===== config.mk =====
export PLATFORM = sky130hd
export DESIGN_NAME = dmem_arbiter
export DESIGN_NICKNAME = d
export VERILOG_FILES = /design/src/rtl/cache_types.sv /design/src/rtl/rv32i_types.sv /design/src/rtl/dmem_arbiter.sv
export SDC_FILE = /design/constraint.sdc
export NUM_CORES = 1
export LEC_CHECK = 0
export BUFFER_PORTS_ARGS = -buffer_cell sky130_fd_sc_hd__buf_2
export CORE_ASPECT_RATIO = 1.25
export CORE_MARGIN = 8
export CORE_UTILIZATION = 47
export CTS_CLUSTER_SIZE = 40
export DETAILED_ROUTE_END_ITERATION = 16
export PLACE_DENSITY = 0.84
export SETUP_SLACK_MARGIN = 0.3
export SLEW_MARGIN = 5
export SYNTH_ARGS = -nofsm -noshare
export SYNTH_HDL_FRONTEND = slang
export SYNTH_SLANG_ARGS = --single-unit

===== constraint.sdc =====
create_clock -name clk -period 2.6 [get_ports clk]
set_input_delay 0.52 -clock clk [delete_from_list [all_inputs] [get_ports clk]]
set_output_delay 0.52 -clock clk [all_outputs]
set_load 0.02 [all_outputs]

===== src/rtl/cache_types.sv =====
// State encodings for the memory-side arbiters.
package cache_types;

    // Instruction/data cache arbiter in front of the shared memory port.
    typedef enum logic [1:0] {
        ARB_IDLE,
        ARB_ICACHE,
        ARB_DCACHE
    } arbiter_states;

    // Load/store arbiter in front of the data cache.
    typedef enum logic [1:0] {
        IDLE,
        LOAD_WAIT,
        STORE_WAIT
    } dmem_arb_state_t;

endpackage


===== src/rtl/rv32i_types.sv =====
// Core-wide type constants shared by the pipeline and memory-side blocks.
package rv32i_types;

    localparam int ROB_ID_SIZE = 5;

endpackage


===== src/rtl/dmem_arbiter.sv =====
// Arbitrates load-RS requests and committed stores onto the single data-cache port,
// with a starvation counter that forces a waiting store after STARVE_LIMIT load grants.
module dmem_arbiter
    import cache_types::*;
#(
    parameter int STARVE_LIMIT = 4,
    parameter int ROB_ID_SIZE  = rv32i_types::ROB_ID_SIZE
) (
    input  logic                   clk,
    input  logic                   rst,
    input  logic                   flush,

    input  logic                   ld_valid,
    input  logic [ROB_ID_SIZE-1:0] ld_rob_id,
    input  logic [31:0]            ld_addr,
    input  logic [3:0]             ld_rmask,
    output logic                   ld_grant,
    output logic                   ld_resp_valid,
    output logic [ROB_ID_SIZE-1:0] ld_resp_rob_id,
    output logic [31:0]            ld_resp_rdata,

    input  logic                   st_valid,
    input  logic [31:0]            st_addr,
    input  logic [3:0]             st_wmask,
    input  logic [31:0]            st_wdata,
    input  logic                   st_full,
    output logic                   st_grant,
    output logic                   st_done,

    output logic [31:0]            dmem_addr,
    output logic [3:0]             dmem_rmask,
    output logic [3:0]             dmem_wmask,
    output logic [31:0]            dmem_wdata,
    input  logic [31:0]            dmem_rdata,
    input  logic                   dmem_resp
);

    dmem_arb_state_t        state_q, state_d;
    logic [31:0]            addr_q, addr_d;
    logic [3:0]             rmask_q, rmask_d;
    logic [3:0]             wmask_q, wmask_d;
    logic [31:0]            wdata_q, wdata_d;
    logic [ROB_ID_SIZE-1:0] rob_q, rob_d;
    logic [31:0]            rdata_q, rdata_d;
    logic                   kill_q, kill_d;
    logic [2:0]             starve_q, starve_d;
    logic                   ld_resp_valid_q, ld_resp_valid_d;
    logic                   st_done_q, st_done_d;
    logic                   st_pick;

    // Grants are Mealy pulses in the arbitration cycle; nothing is granted while reset is held.
    always_comb begin
        st_pick  = st_valid && (st_full || (int'(starve_q) >= STARVE_LIMIT) || !ld_valid);
        st_grant = rst && (state_q == IDLE) && st_pick;
        ld_grant = rst && (state_q == IDLE) && !st_pick && ld_valid && !flush;
    end

    always_comb begin
        // NOTE: every _d starts from its _q (or a pulse default) so no path leaves it unassigned and infers a latch.
        state_d         = state_q;
        addr_d          = addr_q;
        rmask_d         = rmask_q;
        wmask_d         = wmask_q;
        wdata_d         = wdata_q;
        rob_d           = rob_q;
        rdata_d         = rdata_q;
        kill_d          = kill_q;
        ld_resp_valid_d = 1'b0;
        st_done_d       = 1'b0;

        unique case (state_q)
            IDLE: begin
                if (st_grant) begin
                    state_d = STORE_WAIT;
                    addr_d  = st_addr & ~32'h3;
                    rmask_d = 4'b0000;
                    wmask_d = st_wmask;
                    wdata_d = st_wdata;
                end else if (ld_grant) begin
                    state_d = LOAD_WAIT;
                    addr_d  = ld_addr & ~32'h3;
                    rmask_d = ld_rmask;
                    wmask_d = 4'b0000;
                    rob_d   = ld_rob_id;
                    kill_d  = 1'b0;
                end
            end
            LOAD_WAIT: begin
                // The cache cannot abort, so a flushed load keeps its request and only loses its response.
                if (flush) kill_d = 1'b1;
                if (dmem_resp) begin
                    state_d         = IDLE;
                    rmask_d         = 4'b0000;
                    rdata_d         = dmem_rdata;
                    ld_resp_valid_d = !(kill_q || flush);
                end
            end
            STORE_WAIT: begin
                if (dmem_resp) begin
                    state_d   = IDLE;
                    wmask_d   = 4'b0000;
                    st_done_d = 1'b1;
                end
            end
            default: state_d = IDLE;
        endcase

        starve_d = starve_q;
        if (st_grant)
            starve_d = 3'd0;
        else if (ld_grant && st_valid && (starve_q != 3'd7))
            starve_d = starve_q + 3'd1;
    end

    // NOTE: reset is synchronous and clears the data registers too, so the cache port reads all-zero after reset.
    always_ff @(posedge clk) begin
        if (!rst) begin
            // NOTE: state registers use non-blocking assignments so every flop samples the pre-edge values.
            state_q         <= IDLE;
            addr_q          <= '0;
            rmask_q         <= '0;
            wmask_q         <= '0;
            wdata_q         <= '0;
            rob_q           <= '0;
            rdata_q         <= '0;
            kill_q          <= 1'b0;
            starve_q        <= '0;
            ld_resp_valid_q <= 1'b0;
            st_done_q       <= 1'b0;
        end else begin
            state_q         <= state_d;
            addr_q          <= addr_d;
            rmask_q         <= rmask_d;
            wmask_q         <= wmask_d;
            wdata_q         <= wdata_d;
            rob_q           <= rob_d;
            rdata_q         <= rdata_d;
            kill_q          <= kill_d;
            starve_q        <= starve_d;
            ld_resp_valid_q <= ld_resp_valid_d;
            st_done_q       <= st_done_d;
        end
    end

    assign dmem_addr      = addr_q;
    assign dmem_rmask     = rmask_q;
    assign dmem_wmask     = wmask_q;
    assign dmem_wdata     = wdata_q;
    assign ld_resp_valid  = ld_resp_valid_q;
    assign ld_resp_rob_id = rob_q;
    assign ld_resp_rdata  = rdata_q;
    assign st_done        = st_done_q;

endmodule


After elaboration in Yosys (flattened, before gate mapping)

Index checks and enable logic that the tools add are counted.

Register bits after elaboration: 117
Input port bits: 148
Bits in writable memories: 0
Output and inout port bits: 113
Memory bits (read-only): 0
Memories: 0
Bits in latches: 0

Muxes and demuxes: 18
Shift operators: 0
$mul: 0
Magnitude comparators: 1
Div/mod/pow operators: 0
Bitwise gates (word level): 2
Reductions and logical operators: 31
Equality and inequality tests: 10
$add $sub $neg: 1

Operators by type and width:

| operator                                                                | count |
|---|---|
| 32-bit 2-to-1 mux                                                       | 2 |
| 4-bit 2-to-1 mux                                                        | 5 |
| 4-bit one-hot mux with 2 select lines                                   | 2 |
| 3-bit AND reduction                                                     | 4 |
| 2-bit inequality test, second input constant                            | 5 |
| 2-bit AND reduction                                                     | 5 |
| 1-bit logical AND                                                       | 8 |
| 2-bit 2-to-1 mux                                                        | 3 |
| 3-bit inequality test, second input constant                            | 2 |
| 2-bit nonzero test                                                      | 3 |
| 1-bit logical NOT                                                       | 4 |
| 1-bit 2-to-1 mux                                                        | 4 |
| 2-bit one-hot mux with 2 select lines                                   | 1 |
| 4-bit AND reduction                                                     | 1 |
| 2-bit OR reduction                                                      | 2 |
| 3-bit by 1-bit adder with 3-bit output, second input constant           | 1 |
| 3-bit >= comparator, second input constant                              | 1 |
| 1-bit logical OR                                                        | 3 |
| 2-bit by 1-bit == test with 1-bit output, second input constant         | 1 |
| 2-bit == test, second input constant                                    | 1 |
| 2-bit logical NOT                                                       | 1 |
| 2-bit by 1-bit inequality test with 1-bit output, second input constant | 1 |
| 1-bit NOT                                                               | 2 |
| 1-bit one-hot mux with 2 select lines                                   | 1 |

Logic depth before layout (Yosys ltp)

Depth in word-level cells: 11
Gate-level depth with buffers: 8

Worst setup path before layout

No wires, ideal clock.

Kind: input port to output port
Start: input st_full
End: output st_grant
Slack: 0.755 ns
Buffers on the path: 1
Cell stages on the path: 4
Required time: 2.080 ns
Arrival time: 1.325 ns
Cell sequence: or3b_4 nand4_2 inv_1 buf_2

Word-level cells in the longest chain between the ends: 4

Ends and longest elaborated chain:

| what                          | RTL line           | RTL |
|---|---|---|
| from (decl)                   | dmem_arbiter.sv:26 | `input logic st_full,` |
| 1-bit logical OR (2 in a row) | dmem_arbiter.sv:53 | `st_pick = st_valid && (st_full \|\| (int'(starve_q) >= STARVE_LIMIT) \|\| !ld_valid);` |
| 1-bit logical AND             | dmem_arbiter.sv:53 |  |
| 1-bit logical AND             | dmem_arbiter.sv:54 | `st_grant = rst && (state_q == IDLE) && st_pick;` |
| to (decl)                     | dmem_arbiter.sv:27 | `output logic st_grant,` |

No other way between the ends.

Worst setup path in the final report

Start: register state_q[0]
End: output ld_grant

Word-level cells in the longest chain between the ends: 5

Ends and longest elaborated chain:

| what                           | RTL line            | RTL |
|---|---|---|
| from (decl)                    | dmem_arbiter.sv:38  | `dmem_arb_state_t state_q, state_d;` |
| from (signal assigned)         | dmem_arbiter.sv:131 | `state_q <= state_d;` |
| 2-bit logical NOT              | dmem_arbiter.sv:55  | `ld_grant = rst && (state_q == IDLE) && !st_pick && ld_valid && !flush;` |
| 1-bit logical AND (4 in a row) | dmem_arbiter.sv:55  |  |
| to (decl)                      | dmem_arbiter.sv:17  | `output logic ld_grant,` |

No other way between the ends.

==> flow_summary_export.csv <==
group,metric,value,unit
worst_hold_path,worstHoldEndpoint,"dmem_wdata[22]$_SDFFE_PN0P_",
route,firstDrtPassIters,6,
route,totalWireLength,14.11,mm
layout,regArea,2302,µm²
global_routing,grt-ovfl-total,0,
global_routing,grt_pass1_wl,22.66,mm
layout,num-fill-cells,782,
die,ioPinCount,261,
run_status,status,"finished, final reports clean",
timing,setup_ws,0.4235,ns
timing,setup_viol,0,
worst_hold_path,hold_path_class,"in2reg",
timing,maxSlewViolCount,0,
place,hpwl,10.48,mm
die,initial_utilization,0.4755,
power,ir_worst_vdd,0.4592,mV
yosys,synth_area_per_cell,8.208,µm²
global_routing,grt_max_degree,88,
clock_network,cts-buffers-inserted,17,
place,portBuffers,254,
route,wire_per_inst,15.19,µm
timing,tns,0,ns
worst_hold_path,min_delay_path_depth,3,
layout,final_common_cell,"buf_2",
clock_network,cts_num_sinks,115,
place,gp_congestion,0.7976,
clock_network,cts_tree,"yes",
die,die_x,103.5,µm
flow_run,drv_cap,0,
worst_setup_path,critPathMaxFanout,6,
worst_setup_path,rrSetupSlack,0.76,ns
die,die_area,12980,µm²
timing,rsz0062_at_grt,"false",
clock_network,ctsLongestPathBuffers,2,
die,core-area,9459,µm²
timing,relSlewSlack,0.6453,
worst_setup_path,rr_startpoint,"starve_q[2]$_SDFFE_PP0P_",
layout,fin_cells,929,
layout,synthToLayoutAreaGrowth,41.72,%
route,final_antenna_net_count,0,
worst_setup_path,worstPathRequired,2.08,ns
yosys,seq_area_frac_synth,0.5118,
die,fp.dieH,125.4,µm
place,pre_cts_ws,0.5532,ns
layout,multi_input_area,1959,µm²
timing,skew,0.007253,ns
route,drc_errors,0,
global_routing,grt_antenna_before_repair,0,
route,drtIter0Drc,170,
worst_setup_path,crit_type,"reg2out",
worst_setup_path,crit_path_end_kind,"output pin",
timing,worst_pin_slew,0.5309,ns
worst_setup_path,crit_path_start_kind,"flip-flop",
yosys,ys_types,34,
timing,max_freq,459.5,MHz
power,leakagePower,0.003125,µW
die,rows,40,
clock_network,htree_levels,4,
layout,final_util,0.6739,
place,dp.cells,896,
yosys,netlist_area,4498,µm²
yosys,yosysWarnings,0,
power,cellPowerDensity,750.7,nW/µm²
clock_network,clk_pin_slew,0.05,ns
global_routing,grt.total_usage,0.2118,
worst_setup_path,rr_endpoint,"dmem_addr[23]$_SDFFE_PN0P_",
power,total_power,4786,µW
layout,fin_nets,944,
worst_setup_path,worstPathArrival,1.66,ns
layout,drive_gt1_frac,0.3736,
timing,finalHoldViolations,0,
layout,n_antenna_cell,0,
timing,period_share,0.8371,
route,via_count,4674,
worst_setup_path,r2r_cells,6,
clock_network,insertion_delay,0.40,ns
worst_hold_path,min_from,"st_wdata[22]",
timing,period_needed,2.176,ns
route,via_per_inst,5.031,
global_routing,grt_pass1_vias,4661,
layout,mostFrequentLayoutCells,"253 x buf_2, 208 x nand2_1, 115 x dfxtp_1",
yosys,synth_seq_cells,115,
yosys,synthCells,548,
clock_network,cts_root_buf,"clkbuf_16",
## kinds of logic after synthesis
| group | share of synthesized area |
|---|---|
| AO/OA/AOI/OAI | 0.1669 |
| XOR/XNOR | 0.001948 |
| adder cells (fa/ha/maj) | 0.01391 |
| buffers and inverters | 0.05591 |
| flip-flops | 0.5118 |
| multiplexers | 0.01335 |
| other | 0.0008337 |
| AND/OR/NAND/NOR | 0.2353 |
## worst max-delay path, cell delays in order (launching register included)
cell	delay (ns)
dfxtp_1	0.32
inv_1	0.09
ha_2	0.26
and4b_1	0.25
nand2_1	0.09
inv_2	0.07
buf_2	0.18
## layer usage
metal  vias up  routed length, µm  track usage  part of all wire
li1       2315                  -            -                 -
met1      2130               5295       0.2181              0.38
met2       194               7307       0.3650              0.52
met3        35                981      0.07451             0.070
met4         0                527       0.1213             0.037
met5         -                  0            0                 0
## metrics by stage
stage,cell area [µm²],hold WS [ns]
after floorplan,4502,0.3899
after global placement,5793,0.3995
final,6375,0.2971
after CTS,6357,0.2816
after global routing,6375,0.2887
after detailed placement,5793,0.4120
## area by class of cell
class,instances,area share
clock inverter,9,0.01256
timing repair buffer,265,0.2147
sequential,115,0.3611
inverter,6,0.003533
clock buffer,22,0.07596
tap,126,0.02473
multi-input combinational,386,0.3074
## worst max path at each step
| stage | startpoint | to | slack [ns] |
|---|---|---|---|
| final | state_q[0]$_SDFFE_PN0P_ | ld_grant | 0.42 |
| after global routing | state_q[0]$_SDFFE_PN0P_ | ld_grant | 0.30 |
| after CTS | state_q[0]$_SDFFE_PN0P_ | st_grant | 0.31 |
| after detailed placement | st_full | dmem_addr[20]$_SDFFE_PN0P_ | 0.55 |
| after global placement | ld_valid | st_grant | 0.57 |
| after floorplan | st_full | st_grant | 0.76 |
## synthesized netlist by cell type, drive strengths merged
cell type  instances  area [µm²]
ha                 5       62.56
and2               1       6.260
nor2               3       11.26
a21boi            40       311.5
conb               1       3.750
nand3             36       180.2
and3               1       6.260
nor2b              2       12.51
buf               29       180.2
o22ai              1       6.260
dfxtp            115        2302
a31oi             30       187.7
or3                1       6.260
a32o               4       40.04
or3b               1       11.26
nand4              2       18.77
nand2            208       780.8
mux2i              6       60.06
clkbuf            13       48.80
a21o               1       7.510
and4b              1       10.01
nor3b              2       15.01
a21oi              2       10.01
xor2               1       8.760
a41oi              2       17.52
o21ai             34       170.2
inv                6       22.52
## state kept, by name (all words and copies together) (netlist names)
register / count
dmem_addr: 30
state_q: 2
dmem_wmask: 4
ld_resp_rdata: 32
dmem_rmask: 4
ld_resp_rob_id: 5
st_done: 1
starve_q: 3
ld_resp_valid: 1
kill_q: 1
dmem_wdata: 32
## timing repair
action | 4_1_cts | 5_1_grt
endpoints found under the hold margin | 0 | 0
setup buffers | 0 | 2
pin swaps | 1 | 1
resized for setup | 0 | 1
setup endpoints to repair | 1 | 2
gates cloned | 0 | 0
hold buffers | 0 | 0
## power breakdown
part           switching (µW)  internal, µW  total (µW)
combinational             420           267         687
sequential               55.6          1880        1940
clock                     765          1400        2160
total                    1240          3550        4790
Power figures use the tool's default switching activity.
